$ cat config.mk
export PLATFORM = sky130hd
export DESIGN_NAME = water_pump_ctrl
export DESIGN_NICKNAME = d
export VERILOG_FILES = /design/src/rtl/water_pump_ctrl.sv
export SDC_FILE = /design/constraint.sdc
export NUM_CORES = 1
export LEC_CHECK = 0
export CORE_MARGIN = 2
export CORE_UTILIZATION = 55
export CTS_CLUSTER_DIAMETER = 40
export CTS_CLUSTER_SIZE = 20
export DETAILED_ROUTE_END_ITERATION = 8
export PLACE_DENSITY = 0.88
export REMOVE_ABC_BUFFERS = 1
export SYNTH_ARGS = -nofsm -noshare
export SYNTH_HDL_FRONTEND = slang
export SYNTH_SLANG_ARGS = --single-unit
$ cat constraint.sdc
create_clock -name clk -period 2.5 [get_ports clk]
set_input_delay 0.375 -clock clk [delete_from_list [all_inputs] [get_ports clk]]
set_output_delay 0.375 -clock clk [all_outputs]
set_load 0.05 [all_outputs]
$ cat src/rtl/water_pump_ctrl.sv
// Tank pump controller: probe sync/debounce, level bar,
// hysteresis fill FSM with sensor-fault and dry-run latching.
module water_pump_ctrl #(
  parameter int DEB_CYCLES   = 16,
  parameter int LOW_LEVEL    = 1,
  parameter int HIGH_LEVEL   = 5,
  parameter int FILL_TIMEOUT = 1000,
  parameter int TMO_W        = 16
) (
  input  logic       clk,
  input  logic       rst_n,
  input  logic       s1,
  input  logic       s2,
  input  logic       s3,
  input  logic       s4,
  input  logic       s5,
  input  logic       enable,
  input  logic       clear_fault,
  output logic       pump_on,
  output logic [2:0] level,
  output logic [4:0] led,
  output logic       sensor_fault,
  output logic       dry_run,
  output logic [1:0] state
);

  localparam int DW = (DEB_CYCLES < 2) ? 1 : $clog2(DEB_CYCLES + 1);
  localparam logic [DW-1:0] DEB_LAST = DW'(DEB_CYCLES - 1);
  localparam logic [2:0] LOW_L = 3'(LOW_LEVEL);
  localparam logic [2:0] HIGH_L = 3'(HIGH_LEVEL);
  localparam logic [TMO_W-1:0] TMO_LAST = TMO_W'(FILL_TIMEOUT - 1);

  typedef enum logic [1:0] {
    ST_IDLE   = 2'b00,
    ST_FILL   = 2'b01,
    ST_FAULT  = 2'b10,
    ST_DRYRUN = 2'b11
  } state_t;

  // bit 0 is the bottom probe so a valid pattern is 2^n-1
  logic [4:0] w_raw;
  assign w_raw = {s1, s2, s3, s4, s5};

  logic [4:0]       r_meta;
  logic [4:0]       r_sync;
  logic [4:0]       r_deb;
  logic [DW-1:0]    r_cnt [5];
  logic [2:0]       r_level;
  logic [2:0]       r_prev;
  logic [4:0]       r_led;
  logic             r_valid;
  logic [TMO_W-1:0] r_tmo;
  state_t           r_state;
  state_t           w_next;
  logic [2:0]       w_lvl;
  logic             w_valid;
  logic             w_rise;

  // two-flop synchroniser for the asynchronous probes
  always_ff @(posedge clk) begin
    if (!rst_n) begin
      r_meta <= '0;
      r_sync <= '0;
    end else begin
      r_meta <= w_raw;
      r_sync <= r_meta;
    end
  end

  // per-probe debounce: accept a change after DEB_CYCLES mismatches
  always_ff @(posedge clk) begin
    if (!rst_n) begin
      r_deb <= '0;
      for (int i = 0; i < 5; i++) r_cnt[i] <= '0;
    end else begin
      for (int i = 0; i < 5; i++) begin
        if (r_sync[i] != r_deb[i]) begin
          if (r_cnt[i] == DEB_LAST) begin
            r_deb[i] <= r_sync[i];
            r_cnt[i] <= '0;
          end else begin
            r_cnt[i] <= r_cnt[i] + DW'(1);
          end
        end else begin
          r_cnt[i] <= '0;
        end
      end
    end
  end

  // thermometer check and level decode of debounced probes
  always_comb begin
    w_valid = 1'b1;
    w_lvl   = 3'd0;
    case (r_deb)
      5'b00000: w_lvl = 3'd0;
      5'b00001: w_lvl = 3'd1;
      5'b00011: w_lvl = 3'd2;
      5'b00111: w_lvl = 3'd3;
      5'b01111: w_lvl = 3'd4;
      5'b11111: w_lvl = 3'd5;
      default:  w_valid = 1'b0;
    endcase
  end

  // registered level, bar and previous level for rise detection
  always_ff @(posedge clk) begin
    if (!rst_n) begin
      r_level <= '0;
      r_prev  <= '0;
      r_led   <= '0;
      r_valid <= 1'b1;
    end else begin
      r_level <= w_lvl;
      r_prev  <= r_level;
      r_led   <= w_valid ? r_deb : 5'b00000;
      r_valid <= w_valid;
    end
  end

  assign w_rise = (r_level > r_prev);

  // fill state machine next-state logic
  always_comb begin
    w_next = r_state;
    case (r_state)
      ST_IDLE: begin
        if (!r_valid) w_next = ST_FAULT;
        else if (enable && (r_level <= LOW_L)) w_next = ST_FILL;
      end
      ST_FILL: begin
        if (!r_valid) w_next = ST_FAULT;
        else if ((r_tmo == TMO_LAST) && !w_rise) w_next = ST_DRYRUN;
        else if (r_level >= HIGH_L) w_next = ST_IDLE;
        else if (!enable) w_next = ST_IDLE;
      end
      ST_FAULT: begin
        if (clear_fault && r_valid) w_next = ST_IDLE;
      end
      default: begin
        if (clear_fault) w_next = ST_IDLE;
      end
    endcase
  end

  // state register
  always_ff @(posedge clk) begin
    if (!rst_n) r_state <= ST_IDLE;
    else        r_state <= w_next;
  end

  // dry-run counter: counts quiet FILL cycles, zero elsewhere
  always_ff @(posedge clk) begin
    if (!rst_n) begin
      r_tmo <= '0;
    end else if ((r_state == ST_FILL) && (w_next == ST_FILL) && !w_rise) begin
      r_tmo <= r_tmo + TMO_W'(1);
    end else begin
      r_tmo <= '0;
    end
  end

  assign pump_on      = (r_state == ST_FILL);
  assign sensor_fault = (r_state == ST_FAULT);
  assign dry_run      = (r_state == ST_DRYRUN);
  assign state        = r_state;
  assign level        = r_level;
  assign led          = r_led;

endmodule

# Word level (Yosys, flattened, before mapping)
# Memory sizes are Yosys's and may differ from the RTL's.
# Cells that the tools add are included.
[classes]
reduce_logical = 16
n_lt_le_gt_ge = 3
n_eq_ne = 20
muxes = 82
add_sub_neg = 6
n_bitwise = 15
[op_table]
columns = ["op", "count"]
rows = [
  ["$mux W5", 15],
  ["$mux W1", 57],
  ["$eq A5 B4 Y1 const B", 6],
  ["$add A5 B1 Y5 const B", 5],
  ["$add A16 B1 Y16 const B", 1],
  ["$eq A16 B10 Y1 const B", 1],
  ["$mux W2", 8],
  ["$or A1 B1 Y1", 15],
  ["$pmux W3 S5", 1],
  ["$reduce_and A2 Y1", 7],
  ["$pmux W2 S3", 1],
  ["$reduce_or A6 Y1", 1],
  ["$eq A5 B1 Y1 const B", 1],
  ["$eq A5 B2 Y1 const B", 1],
  ["$eq A5 B3 Y1 const B", 1],
  ["$eq A5 B5 Y1 const B", 1],
  ["$logic_and A1 B1 Y1", 5],
  ["$logic_not A5 Y1", 1],
  ["$ne A1 B1 Y1", 5],
  ["$eq A2 B1 Y1 const B", 2],
  ["$eq A2 B2 Y1 const B", 2],
  ["$ge A3 B3 Y1 const B", 1],
  ["$gt A3 B3 Y1", 1],
  ["$le A3 B1 Y1 const B", 1],
  ["other kinds (2)", 2],
]
[totals]
ff_bits = 45
ramBits = 25
wordCells = 156
in_bits = 9
n_memories = 1
[memory_table]
columns = ["name", "depth", "word_bits", "rd", "rd_clocked_by_memory_dff", "write_ports", "line_no", "rtl"]
rows = [
  ["r_cnt", 5, 5, 5, 0, 5, "47", "logic [DW-1:0] r_cnt [5];"],
]

# Logic depth before layout (Yosys ltp)
[logic_depth]
ltp_word = 10
ltp_mapped = 9
depth_no_buf = 7

# Worst setup path before layout
# OpenSTA, ideal clock, no wires.
[synth_timing]
kind = "register to register"
startpoint = "register r_level[1], in the netlist level[1]"
endpoint = "register r_tmo[11]"
path_slack_ps = 331
path_stages_with_launch = 8
arrival_time_ps = 2105
path_buffers = 2
required_ps = 2436
setup_time_ps = 64
synth_period_minus_slack_ps = 2169
path_cell_list = "dfxtp_1 > ha_1 > a211oi_2 > o2111ai_1 > or3_1 > buf_6 > buf_8 > nor2_1"
[synth_between]
elab_chain_cells = 10
elab_cells_between_ends = 16
classes_between = "order compare: 3; eq/ne: 1; mux: 6; reduce/logical: 6"
[synth_lines]
columns = ["element", "line_no", "rtl"]
rows = [
  ["start, declared", "48", "logic [2:0] r_level;"],
  ["start signal, assigned", "114", "r_level <= w_lvl;"],
  ["$gt A3 B3 Y1", "121", "assign w_rise = (r_level > r_prev);"],
  ["$logic_not A1 Y1", "133, 156", ""],
  ["$logic_and A1 B1 Y1", "133", "else if ((r_tmo == TMO_LAST) && !w_rise) w_next = ST_DRYRUN;"],
  ["$mux W2", "133", ""],
  ["$mux W2", "132", "if (!r_valid) w_next = ST_FAULT;"],
  ["$pmux W2 S3", "126", "case (r_state)"],
  ["$eq A2 B1 Y1", "156", "end else if ((r_state == ST_FILL) && (w_next == ST_FILL) && !w_rise) begin"],
  ["$logic_and A1 B1 Y1", "156", ""],
  ["$logic_and A1 B1 Y1 (*)", "156", ""],
  ["$reduce_and A2 Y1 (no line) (*)", "-", ""],
  ["end signal, assigned", "157", "r_tmo <= r_tmo + TMO_W'(1);"],
  ["end, declared", "52", "logic [TMO_W-1:0] r_tmo;"],
]
# Every way passes the cells marked *; elsewhere a longest branch is shown, timed or not.
# A chain may end at the register's enable or synchronous reset.

# Final worst setup path
[layout_timing]
startpoint = "register r_state[0], in the netlist state[0]"
endpoint = "output port pump_on"
[layout_between]
elab_chain_cells = 1
[layout_lines]
columns = ["element", "line_no", "rtl"]
rows = [
  ["start, declared", "53", "state_t r_state;"],
  ["start signal, assigned", "149", "else r_state <= w_next;"],
  ["$eq A2 B1 Y1", "163", "assign pump_on = (r_state == ST_FILL);"],
  ["end, declared", "19", "output logic pump_on,"],
]
# Every way passes these cells.

==> out/qor.yml <==
sta:
  max_slew.worst_pin.slew_ns: 0.589
  layout_setup_ws_ns: 0.337
  final-hold-violation-count: 0
  fin_crit_sh: 0.865
  clk_skew_ns: 0.00810
  relSlewSlack: 0.607
  grt_setup_unrepaired: "no"
  fin_crit_ns: 2.16
  slew_violations: 0
  timing.setup.tns_ns: 0
  max_freq_mhz: 462
  setup_violations: 0
final_layout:
  areaGrowthSynthToFinish_pct: 17.7
  nFillCells: 390
  mostFrequentLayoutCells: "sky130_fd_sc_hd__nor2_1 (49), sky130_fd_sc_hd__dfxtp_1 (45), sky130_fd_sc_hd__edfxtp_1 (25), sky130_fd_sc_hd__conb_1 (25), sky130_fd_sc_hd__clkdlybuf4s50_1 (21)"
  final_layout_size_suffix_gt1_frac: 0.0533
  ff_latch_area_um2: 1650
  layout.cells.most_common: "sky130_fd_sc_hd__nor2_1"
  antenna-diode-count: 0
  multi_input_comb_area_um2: 1310
  fin_nets: 356
drt:
  drcViolationCount: 0
  drtAntennaViolNets: 0
  wire_per_inst_um: 12.3
  drt_first_pass_iters: 4
  detail_route.vias_per_cell: 4.98
  vias: 2031
  first_iter_violations: 80
  postRouteWirelength_mm: 5.03
pwr:
  vdd.ir_drop.worst_mv: 0.440
  power_per_cell_area_nw_per_um2: 611
  cellLeakagePower_nw: 1.40
  total_power_mw: 2.15
synthesis:
  async_flop_share: 0
  synth.cell_area_um2: 2990
  synth_cell_type_count: 39
  seq_area_frac_synth: 0.553
  synth-seq-cells: 70
  synthCells: 284
  avgSynthCellArea_um2: 10.5
  synth_flop_cell: "sky130_fd_sc_hd__dfxtp_1"
  synth_enable_flop_cells: 25
  count_of_synthesis_stage_warnings_from_yosys: 0
floorplanning:
  core_area_um2: 5170
  die_area_um2: 6040
  die_h_um: 77.7
  std_cell_rows: 26
  die_width_um: 77.7
  start_util: 0.578
  io_pins: 22
placement:
  dp.final_hpwl_mm: 3.51
  last_weighted_congestion_value_of_the_routability_driven_placer: 0.811
  io_buffers: 21
  pre_cts_ws_ns: 0.387
critical_path:
  critPathTopFamily: "buffers and inverters"
  crit_fanout: 6
  worst-endpoint-arrival_ns: 1.79
  critical_path_top_delay_cell: "sky130_fd_sc_hd__clkdlybuf4s50_1"
  critPathLaunchType: "register"
  setup.worst_path.end_class: "output port"
  data_required_time_at_the_worst_endpoint_ns: 2.12
  critical_path.max_stage_delay_ns: 0.83
  timing.reg2reg.setup_slack_ns: 0.34
  critical_path.cell_chain: "and2b_1 > clkdlybuf4s50_1"
  worstPathBufferInverterCount: 1
  critical_path.reg2reg.endpoint: "r_tmo[10]"
  reg2reg_from: "level[1]"
  path_class: "register to output port"
  timing.reg2reg.worst_path_depth: 5
clock_tree:
  cts-htree-levels: 3
  clkLatencyLatePin_ns: 0.35
  cells_resized_by_post_cts_repair: 0
  tritoncts: "built"
  path_clk_slew_ns: 0.07
  numClockSinks: 70
  post_cts.repair.setup_buffers: 0
  cts-root-to-sink-buffers: 2
  cts_made_buffers: 9
  cts_hold_repair.buffers: 0
  ctsRootBufferMaster: "sky130_fd_sc_hd__clkbuf_8"
global_route:
  antenna_violations_before_repair: 0
  grt_first_pass_wirelength_mm: 8.54
  grt_remaining_overflow: 0
  grtUsageTotal: 0.185
  first_global_vias: 2061
  grt_max_degree: 30
worst_hold_path:
  timing.hold.worst.start: "r_meta[0]"
  min_delay_path_depth: 1
  timing.hold.worst.class: "register to register"
  worst_hold_path.endpoint: "r_sync[0]"
job:
  max_cap_violations: 0
status:
  result_of_the_run: "completed"
## layer usage
| metal | track usage | wire [um] | vias up |
|---|---|---|---|
| met1 | 0.198 | 2170 | 956 |
| li1 | - | - | 1018 |
| met2 | 0.312 | 2540 | 49 |
| met3 | 0.0872 | 258 | 8 |
| met4 | 0.0804 | 65 | 0 |
| met5 | 0 | 0 | - |
## cell type report
type | instances | share of cell area
clock inverters | 1 | 0.00142
well taps | 70 | 0.0249
inverters | 18 | 0.0192
multi-input cells | 212 | 0.373
clock buffers | 15 | 0.0502
flip-flops and latches | 70 | 0.470
repair buffers | 22 | 0.0619
## per-stage QoR
step | hold slack (ns) | utilization | std cells | area [um2]
final | 0.426 | 0.680 | 408 | 3520
after CTS | 0.430 | 0.680 | 408 | 3520
after global routing | 0.439 | 0.680 | 408 | 3520
after detailed placement | 0.418 | 0.645 | 392 | 3340
after global placement | 0.415 | 0.645 | 392 | 3340
after floorplan | 0.412 | - | 300 | 3030
## flip-flops by register name, summed over array words and instances (netlist names)
register and flops:
led 5, r_sync 5, r_prev 3, r_cnt 25
r_valid 1, state 2, r_deb 5, level 3
r_meta 5, r_tmo 16
## power breakdown
group | internal [mW] | leakage (nW) | switching [mW]
Clock | 0.442 | 0.0937 | 0.400
Sequential | 1.21 | 0.623 | 0.0157
Combinational | 0.0392 | 0.688 | 0.0466
## Yosys cell counts (3+ instances only)
cell / count / area [um2]
sky130_fd_sc_hd__nor2_1: 49 / 184
sky130_fd_sc_hd__dfxtp_1: 45 / 901
sky130_fd_sc_hd__edfxtp_1: 25 / 751
sky130_fd_sc_hd__inv_1: 18 / 67.6
sky130_fd_sc_hd__and2_1: 17 / 106
sky130_fd_sc_hd__xnor2_1: 15 / 131
sky130_fd_sc_hd__xor2_1: 15 / 131
sky130_fd_sc_hd__ha_1: 14 / 175
sky130_fd_sc_hd__nand3_1: 14 / 70.1
sky130_fd_sc_hd__nand2_1: 10 / 37.5
sky130_fd_sc_hd__and3_1: 8 / 50.1
sky130_fd_sc_hd__clkbuf_1: 6 / 22.5
sky130_fd_sc_hd__nor2b_1: 6 / 37.5
sky130_fd_sc_hd__mux2i_1: 5 / 50.1
sky130_fd_sc_hd__nand3b_1: 5 / 37.5
sky130_fd_sc_hd__nand4_1: 3 / 18.8
## worst register-to-register path, stage by stage (launching register included)
cell	delay, ns
sky130_fd_sc_hd__dfxtp_1	0.35
sky130_fd_sc_hd__ha_1	0.35
sky130_fd_sc_hd__a211oi_2	0.30
sky130_fd_sc_hd__o2111ai_1	0.18
sky130_fd_sc_hd__or3_1	0.63
sky130_fd_sc_hd__and2b_1	0.29
## logic make-up (layout without fill, tap and decap cells)
family / count (synthesis) / count (layout) / synth area share
AOI/OAI and AO/OA: 12 / 12 / 0.0306
adders and majority gates: 14 / 14 / 0.0586
other: 1 / 25 / 0.00125
DFF: 70 / 70 / 0.553
muxes: 5 / 5 / 0.0167
buffers and inverters: 26 / 56 / 0.0389
xor gates and xnor gates: 30 / 30 / 0.0879
and+or+nand+nor: 126 / 126 / 0.213
## worst max-delay path by stage
stage          slack (ns)     start         to  depth (start not counted)
2_1_floorplan        0.25  level[1]  r_tmo[10]                          5
3_3_place_gp         0.49     rst_n  r_tmo[10]                          4
3_5_place_dp         0.39  level[1]  r_tmo[10]                          5
4_1_cts              0.32  state[0]    pump_on                          2
5_1_grt              0.23  state[0]    pump_on                          2
6_report             0.34  state[0]    pump_on                          2
(Power assumes the default switching activity.)
